File: src/rtl/tl_cntr_timed.sv
// Two-road traffic-light controller with protected left-turn phases and a per-state cycle timer.
// Define TL_MAX_GREEN_EN to enable the max-green timeout on green and left states.
module tl_cntr_timed #(
    parameter int YELLOW_CYC    = 2,
    parameter int MIN_GREEN_CYC = 4,
    parameter int MAX_GREEN_CYC = 16
) (
    input  logic       clk,
    input  logic       reset_n,
    input  logic       Ta,
    input  logic       Tal,
    input  logic       Tb,
    input  logic       Tbl,
    output logic [1:0] La,
    output logic [1:0] Lb,
    output logic [2:0] phase
);

    localparam int TW = $clog2(MAX_GREEN_CYC + 1);
    localparam logic [TW-1:0] MIN_T = TW'(MIN_GREEN_CYC - 1);
    localparam logic [TW-1:0] YEL_T = TW'(YELLOW_CYC - 1);
`ifdef TL_MAX_GREEN_EN
    localparam logic [TW-1:0] MAX_T = TW'(MAX_GREEN_CYC - 1);
`endif

    localparam logic [1:0] L_GREEN  = 2'b00;
    localparam logic [1:0] L_YELLOW = 2'b01;
    localparam logic [1:0] L_RED    = 2'b10;
    localparam logic [1:0] L_LEFT   = 2'b11;

    typedef enum logic [2:0] {
        S0_A_GREEN, S1_A_YELLOW, S2_A_LEFT, S3_A_LEFT_YEL,
        S4_B_GREEN, S5_B_YELLOW, S6_B_LEFT, S7_B_LEFT_YEL
    } state_t;

    state_t        state, state_next;
    logic [TW-1:0] t;
    logic          gov;
    logic          max_hit;
    logic          hold_exit;
    logic          yel_exit;

    // NOTE: state and timer use non-blocking assignments so every flop samples pre-edge values.
    always_ff @(posedge clk or negedge reset_n) begin
        if (!reset_n) begin
            state <= S0_A_GREEN;
            t     <= '0;
        end else begin
            state <= state_next;
            if (state_next != state) t <= '0;
            else if (t != '1)        t <= t + 1'b1;
        end
    end

`ifdef TL_MAX_GREEN_EN
    assign max_hit = (t >= MAX_T);
`else
    assign max_hit = 1'b0;
`endif

    assign hold_exit = (t >= MIN_T) && (!gov || max_hit);
    assign yel_exit  = (t == YEL_T);

    // NOTE: every signal written here gets a default first so no latch is inferred.
    always_comb begin
        state_next = state;
        gov        = 1'b0;
        case (state)
            S0_A_GREEN: begin
                gov = Ta;
                if (hold_exit) state_next = S1_A_YELLOW;
            end
            S1_A_YELLOW:   if (yel_exit) state_next = Tal ? S2_A_LEFT : S4_B_GREEN;
            S2_A_LEFT: begin
                gov = Tal;
                if (hold_exit) state_next = S3_A_LEFT_YEL;
            end
            S3_A_LEFT_YEL: if (yel_exit) state_next = S4_B_GREEN;
            S4_B_GREEN: begin
                gov = Tb;
                if (hold_exit) state_next = S5_B_YELLOW;
            end
            S5_B_YELLOW:   if (yel_exit) state_next = Tbl ? S6_B_LEFT : S0_A_GREEN;
            S6_B_LEFT: begin
                gov = Tbl;
                if (hold_exit) state_next = S7_B_LEFT_YEL;
            end
            S7_B_LEFT_YEL: if (yel_exit) state_next = S0_A_GREEN;
            default:       state_next = S0_A_GREEN;
        endcase
    end

    // Lamps are decoded from the state register only; sensors never reach them combinationally.
    always_comb begin
        La = L_RED;
        Lb = L_RED;
        case (state)
            S0_A_GREEN:    La = L_GREEN;
            S1_A_YELLOW:   La = L_YELLOW;
            S2_A_LEFT:     La = L_LEFT;
            S3_A_LEFT_YEL: La = L_YELLOW;
            S4_B_GREEN:    Lb = L_GREEN;
            S5_B_YELLOW:   Lb = L_YELLOW;
            S6_B_LEFT:     Lb = L_LEFT;
            S7_B_LEFT_YEL: Lb = L_YELLOW;
            default: begin
                La = L_RED;
                Lb = L_RED;
            end
        endcase
    end

    assign phase = state;

endmodule
File: config.mk
export PLATFORM = sky130hd
export DESIGN_NAME = tl_cntr_timed
export DESIGN_NICKNAME = d
export VERILOG_FILES = /design/src/rtl/tl_cntr_timed.sv
export SDC_FILE = /design/constraint.sdc
export NUM_CORES = 1
export LEC_CHECK = 0
export CORE_AREA = 2 2 39 41
export DETAILED_ROUTE_END_ITERATION = 10
export DIE_AREA = 0 0 41 43
export GPL_TIMING_DRIVEN = 0
export PLACE_DENSITY = 0.68
export SYNTH_ARGS = -nofsm -noshare
export SYNTH_HDL_FRONTEND = slang
export SYNTH_SLANG_ARGS = --single-unit
File: constraint.sdc
create_clock -name clk -period 1.58 [get_ports clk]
set_input_delay 0.158 -clock clk [delete_from_list [all_inputs] [get_ports clk]]
set_output_delay 0.158 -clock clk [all_outputs]
set_load 0.02 [all_outputs]
After elaboration in Yosys (flattened, before gate mapping)
Cells that the tools add are included.
{"block": "word_totals", "word_cells": 36, "reg_bits": 8}
{"block": "op_classes", "n_eq_ne": 10, "order_cmp": 1, "n_mux": 16, "n_addsub": 1, "n_reduce_logical": 6}
{"operator": "3-bit two-way mux", "count": 10}
{"operator": "3-bit one-hot mux with 8 select lines", "count": 1}
{"operator": "3-bit equality test, second input constant", "count": 4}
{"operator": "2-bit one-hot mux with 3 select lines", "count": 2}
{"operator": "5-bit two-way mux", "count": 2}
{"operator": "3-bit by 2-bit equality test with 1-bit output, second input constant", "count": 2}
{"operator": "5-bit by 1-bit adder with 5-bit output, second input constant", "count": 1}
{"operator": "5-bit by 1-bit equality test with 1-bit output, second input constant", "count": 1}
{"operator": "5-bit by 2-bit greater-or-equal comparator with 1-bit output, second input constant", "count": 1}
{"operator": "5-bit inequality test, second input constant", "count": 1}
{"operator": "1-bit one-hot mux with 4 select lines", "count": 1}
{"operator": "2-bit OR reduction", "count": 2}
{"operator": "3-bit by 1-bit equality test with 1-bit output, second input constant", "count": 1}
{"operator": "3-bit logical NOT", "count": 1}
{"operator": "3-bit inequality test", "count": 1}
{"operator": "2-bit nonzero test", "count": 1}
{"operator": "1-bit logical AND", "count": 1}
{"operator": "1-bit logical NOT", "count": 1}

Longest topological paths before layout
Gate-level depths: netlist (run 1).
{"block": "logic_depth", "word_depth": 8, "mapped_depth": 6, "ltp_nobuf": 6}

Worst setup path before layout (run 1)
OpenSTA, ideal clock, no wires.
{"block": "synth_path", "kind": "register -> register", "from": "reg t[0]", "to": "reg t[3]", "t_arrival_ns": 1.440, "slack_ns": 0.008, "stages_incl_launch_ff": 7, "n_path_buf": 0, "path_cell_list": "dfrtp_1 -> ha_1 -> and3_2 -> ha_1 -> nand4b_1 -> xor2_1 -> nor2_1"}
{"block": "synth_between", "elab_chain_len": 6, "word_cells_on_any_way": 18, "classes_between": "add/sub: 1; order compare: 1; eq/ne: 3; mux: 11; reduce/logical: 2"}
{"item": "start: declaration", "line_no": "37", "source": "logic [TW-1:0] t;"}
{"item": "start signal: assignment", "line_no": "51", "source": "else if (t != '1) t <= t + 1'b1;"}
{"item": "5-bit by 2-bit greater-or-equal comparator with 1-bit output", "line_no": "61", "source": "assign hold_exit = (t >= MIN_T) && (!gov || max_hit);"}
{"item": "1-bit logical AND", "line_no": "61"}
{"item": "3-bit two-way mux (on tied branches)"}
{"item": "3-bit one-hot mux with 8 select lines", "line_no": "68", "source": "case (state)"}
{"item": "3-bit inequality test", "line_no": "50", "source": "if (state_next != state) t <= '0;"}
{"item": "5-bit two-way mux or 2-bit nonzero test (tied branches)"}
Several ways; a longest one is shown, not always the timed one. The select of a mux whose other input is x is not followed.
A chain may end at the register's enable or synchronous reset.

Worst setup path in the final report (run 1)
{"block": "layout_path", "from": "reg state[0] (netlist: phase[0])", "to": "out phase[0]"}
{"item": "start: declaration", "line_no": "36", "source": "state_t state, state_next;"}
{"item": "start signal: assignment", "line_no": "49", "source": "state <= state_next;"}
{"item": "end: declaration", "line_no": "16", "source": "output logic [2:0] phase"}
No word-level cell between the ends.

==> results of run 1 <==
layout make-up:
type	count	area (µm²)
repair buffers	15	138
inverters	2	7.51
multi-input cells	42	322
well taps	16	20.0
fillers	144	664
clock buffers	3	22.5
plain buffers	2	10.0
flip-flops and latches	8	200
per-stage QoR:
step | hold WS (ns) | setup TNS [ns] | setup WS, ns | cell area (µm²)
floorplan | -0.138 | 0 | 0.00762 | 515
global placement | 0.462 | -0.494 | -0.0944 | 656
detailed placement | 0.473 | -0.509 | -0.100 | 656
CTS | 0.187 | -0.0158 | -0.00960 | 694
global route | 0.220 | 0 | 0.00295 | 719
finish | 0.185 | 0 | 0.0803 | 719
power by group:
group	total, µW	leakage, µW	internal (µW)	switching, µW
registers	379	0.000101	296	82.4
clock network	158	0.0000138	87.0	70.6
logic	926	0.000210	434	492
total	1460	0.000325	818	645
kinds of logic (layout without fill, tap and decap cells):
kind of cell / after synthesis / count (layout)
XOR/XNOR: 3 / 3
AND/OR/NAND/NOR: 24 / 24
AO/OA/AOI/OAI: 11 / 11
buffers and inverters: 4 / 22
flip-flops: 8 / 8
multiplexers: 1 / 1
adder cells (fa/ha/maj): 3 / 3
sequential cells by signal, indices dropped and copies added (netlist names):
signal and cells:
t 5, phase 3
routing by layer:
layer  track usage (%)  wire length [µm]
met1              19.5               475
met2              22.2               490
met3              1.57                39
met4              14.0                29
met5                 0                 0
what timing repair did:
action                                  CTS  global route
buffers inserted                          2             1
pin swaps                                 4             1
endpoints found under the setup margin   10             6
resized for setup                         6             3
gates cloned                              0             0
placed cells by master, fill, tap and decap left out:
cell type        instances
nand3b_1                 1
nand2_1                  2
clkdlybuf4s50_1          8
clkbuf_4                 3
a21o_1                   2
a21oi_2                  1
nand3_1                  1
mux2i_1                  1
and3_2                   2
a221o_1                  1
dlygate4sd2_1            4
xnor2_1                  1
ha_2                     1
o21ai_0                  3
nand4b_1                 1
dfrtp_1                  8
nand2b_1                 3
a21oi_1                  3
buf_4                    3
nor3_2                   2
nor2b_1                  4
buf_2                    2
ha_4                     1
a311oi_4                 1
nor2_1                   4
nor3_1                   4
xor2_1                   2
ha_1                     1
inv_1                    2
worst max path at each step:
stage               endpoint  slack [ns]
floorplan               t[3]       0.008
global placement        t[1]       -0.09
detailed placement      t[0]        -0.1
CTS                     t[0]       -0.01
global route           Lb[0]       0.003
finish              phase[0]        0.08
==> out/qor.yml, run 1 <==
synthTopCellsByCount: "dfrtp_1 (8), nor3_1 (5), a21oi_1 (4), nor2_1 (4), nor2b_1 (4)"
die_y_um: 43
dpl.hpwl_um: 717
synth-xor-area-share_pct: 5.10
synth_warnings: 0
cp_data_required_time_ns: 1.42
synth_compound_area_share_pct: 16.7
hold_viol: 0
rows: 14
synthesis.instances: 54
path_depth: 1
clock_tree.buffer_depth: 2
tightestPinTransition_ns: 0.386
synth_top_area_share_pct: 38.8
synth_cell_types: 22
cts_made_buffers: 3
crit_fanout: 8
syn_nets: 63
setup_viol_count_final: 0
slowest_stage: "clkdlybuf4s50_1"
cp_top_family: "buffers and inverters"
fin_skew_ns: 0.00675
fmax_mhz: 667
synth_top_family_by_area: "simple AND/OR/NAND/NOR gates"
antenna_found_initial: 0
ctsHoldBuffers: 0
path_buf_inv: 1
r2r_cells: 6
area_growth_pct: 39.6
antenna_cells: 0
rsz0062_at_grt: "no"
slew_headroom_pct: 74.2
drt_iter0_drc: 7
power_leakage_uw: 0.000325
async_flop_share_pct: 100
die_x_um: 41
startpoint: "phase[0]"
io_pins: 13
wire_per_inst_um: 11.8
crit-reg2reg-launch: "t[1]"
syn_avg_cell_area_um2: 9.55
cts_max_level: 1
synth_edf_count: 0
drtPass1Iterations: 2
synth_area_um2: 515
remaining_drc_errors: 0
post-route-min-period_ns: 1.50
fin_cells: 88
die-area_um2: 1760
synth_most_common_cell: "dfrtp_1"
avgViaCountPerCell: 5.01
cap_viol_max_count: 0
worstPathCellList: "clkdlybuf4s50_1"
final_nets: 83
core_area_um2: 1380
io_buffers: 12
cp-start-kind: "flop"
worstReg2RegEnd: "t[0]"
r2r_slack_ns: 0.08
postLayoutCoreUtil_pct: 52.0
synth_area_leader_cell: "dfrtp_1"
post_synth_mux_area_share_pct: 1.94
fin_crit_sh_pct: 94.9
grt_pass1_vias: 428
clk_latency_ns: 0.26
seq_area_frac_synth_pct: 38.8
finalPower_uw: 1460
ys_seq_elements: 8
cp.arrival_ns: 1.34
start_util_pct: 37.3
cts_sinks: 8
critPathMaxStageDelay_ns: 0.64
grt_max_degree: 11
vias: 441
cts_tree: "done"
hp-class: "in2async"
synthAdderAreaFrac_pct: 7.28
gp_congestion: 0.777
drive_gt1_share_pct: 22.2
gr-total-overflow: 0
postRouteAntennaNets: 0
yosys-top-cells-area: "dfrtp_1 (39%), ha_1 (7.3%), a311oi_4 (5.1%), nor2b_1 (4.9%), nor3_1 (4.9%)"
yosys.area_share.simple_pct: 26.7
dp.cells: 82
path_class: "reg2out"
root_buffer: "clkbuf_4"
p_per_area_nw_per_um2: 2030
grt_pass1_wl_um: 1790
grt_usage_pct: 15.6
slew_viol_final: 0
max-vdd-ir-drop_mv: 0.945
clkTransAtPathRegs_ns: 0.06
endpoint_kind: "primary output"
synth_flop_cell: "dfrtp_1"
routed_wl_um: 1030
outcome: "finished, final reports clean"
(Power assumes the default switching activity.)
==> inputs of run 2 (changes only) <==
CTS_BUF_LIST = sky130_fd_sc_hd__clkbuf_2   (was unset)
GPL_TIMING_DRIVEN = unset   (was 0)
==> out/qor.yml, run 2 (synthesized netlist as in run 1, its figures left out) <==
p_switching_uw: 624
p_clk_share_pct: 8.1
path_buf_inv: 0
r2r_cells: 5
grt_max_degree: 9
dpl.hpwl_um: 768
path_depth: 5
rsz0062_at_grt: "yes"
rows: 14
cts_max_level: 1
grt_usage_pct: 13.3
worstPathCellList: "ha_2 > a21oi_2 > a221o_1 > a311oi_4 > nor3_1"
ctsHoldBuffers: 0
antenna_found_initial: 0
antenna_cells: 0
cap_viol_max_count: 0
postLayoutCoreUtil_pct: 51.2
crit_fanout: 6
clock_tree.buffer_depth: 2
max-vdd-ir-drop_mv: 0.816
setup_slack_ns: 0.0416
cts_tree: "done"
outcome: "finished, final reports clean"
cp_data_required_time_ns: 1.67
vias: 437
drt_iter0_drc: 6
cp-start-kind: "flop"
power.internal_uw: 774
post-route-min-period_ns: 1.54
routed_wl_um: 957
area_growth_pct: 37.4
cp.arrival_ns: 1.63
fin_crit_sh_pct: 97.4
r2r_slack_ns: 0.04
die_x_um: 41
largest_register_ffs: 5
gp_congestion: 0.817
fmax_mhz: 650
power_leakage_uw: 0.000330
seq_area_um2: 204
top_register: "t"
clk_latency_ns: 0.23
slowest_stage: "a311oi_4"
root_buffer: "clkbuf_2"
power_frac_comb_pct: 62.7
endpoint_kind: "flop"
gr-total-overflow: 0
slew_viol_final: 0
multi_input_area_um2: 307
core_area_um2: 1380
slew_headroom_pct: 74.1
critPathMaxStageDelay_ns: 0.36
clkTransAtPathRegs_ns: 0.07
fin_skew_ns: 0.00287
hold_viol: 0
avgViaCountPerCell: 4.97
drtPass1Iterations: 4
p_per_area_nw_per_um2: 1970
hp-class: "in2async"
fillCellCount: 132
dp_slack_ns: -0.0922
remaining_drc_errors: 0
start_util_pct: 37.3
io_pins: 13
final_nets: 83
cp_top_family: "compound AO/OA/AOI/OAI gates"
setup_viol_count_final: 0
postRouteAntennaNets: 0
cts_made_buffers: 3
tightestPinTransition_ns: 0.389
die_y_um: 43
die-area_um2: 1760
fin_cells: 88
io_buffers: 12
p_sw_share_pct: 44.6
path_class: "reg2reg"
wire_per_inst_um: 10.9
grt_pass1_wl_um: 1580
cts_sinks: 8
mostFrequentLayoutCell: "clkdlybuf4s50_1"
grt_pass1_vias: 360
seq_power_share_pct: 29.2
final_cell_mix: "clkdlybuf4s50_1 (7), nor3_1 (5), buf_4 (5), dfrtp_1 (5)"
drive_gt1_share_pct: 25.0
dp.cells: 85
==> run 2: cell count changes in the layout (fill, tap and decap cells not counted), moves of 2 or more <==
cell,change
buf_2,-2
clkbuf_2,+3
clkbuf_4,-3
dfrtp_2,+3
buf_4,+2
dfrtp_1,-3
==> run 2: worst paths after layout <==
path	to	start
worst max-delay path	t[4]	t[0]
worst min-delay path	t[3]	reset_n
worst max register to register	t[4]	t[0]
worst min register to register	phase[0]	phase[0]
max in group asynchronous	phase[2]	reset_n
min in group clk	phase[0]	phase[0]
==> run 2: timing repair <==
| action | CTS | global route |
|---|---|---|
| buffers inserted | 0 | 0 |
| pin swaps | 1 | 0 |
| resized for setup | 8 | 3 |
| endpoints found under the setup margin | 8 | 7 |
==> run 2: layout make-up <==
type	instances	share of cell area (%)
well taps	16	2.83
multi-input cells	42	43.3
clock buffers	3	2.12
repair buffers	17	21.9
flip-flops and latches	8	28.8
inverters	2	1.06
==> run 2: worst register-to-register path, cell delays in order (launching register included) <==
cell and delay (ns):
dfrtp_1 0.35, ha_2 0.21, a21oi_2 0.04, a221o_1 0.35
a311oi_4 0.36, nor3_1 0.11
==> run 2: metrics by stage <==
step	cell area (µm²)	hold slack [ns]	total power (µW)	setup TNS [ns]
2_1_floorplan	515	-0.138	963	0
3_3_place_gp	683	0.456	1310	-0.176
3_5_place_dp	683	0.456	1320	-0.437
4_1_cts	699	0.198	1400	0
5_1_grt	708	0.208	1520	-0.273
6_report	708	0.198	1400	0
==> run 2: power groups by stage <==
| stage | Sequential, µW | Clock (µW) | Combinational, µW |
|---|---|---|---|
| CTS | 408 | 120 | 874 |
| global placement | 402 | 0 | 905 |
| finish | 409 | 114 | 876 |
| floorplan | 424 | 0 | 539 |
| detailed placement | 405 | 0 | 912 |
| global route | 431 | 134 | 958 |
==> run 2: metal layers <==
metal	part of all wire, %	track usage, %
met1	47	20.1
met2	48	17.5
met3	3.3	1.57
met4	1.5	8.00
met5	0	0
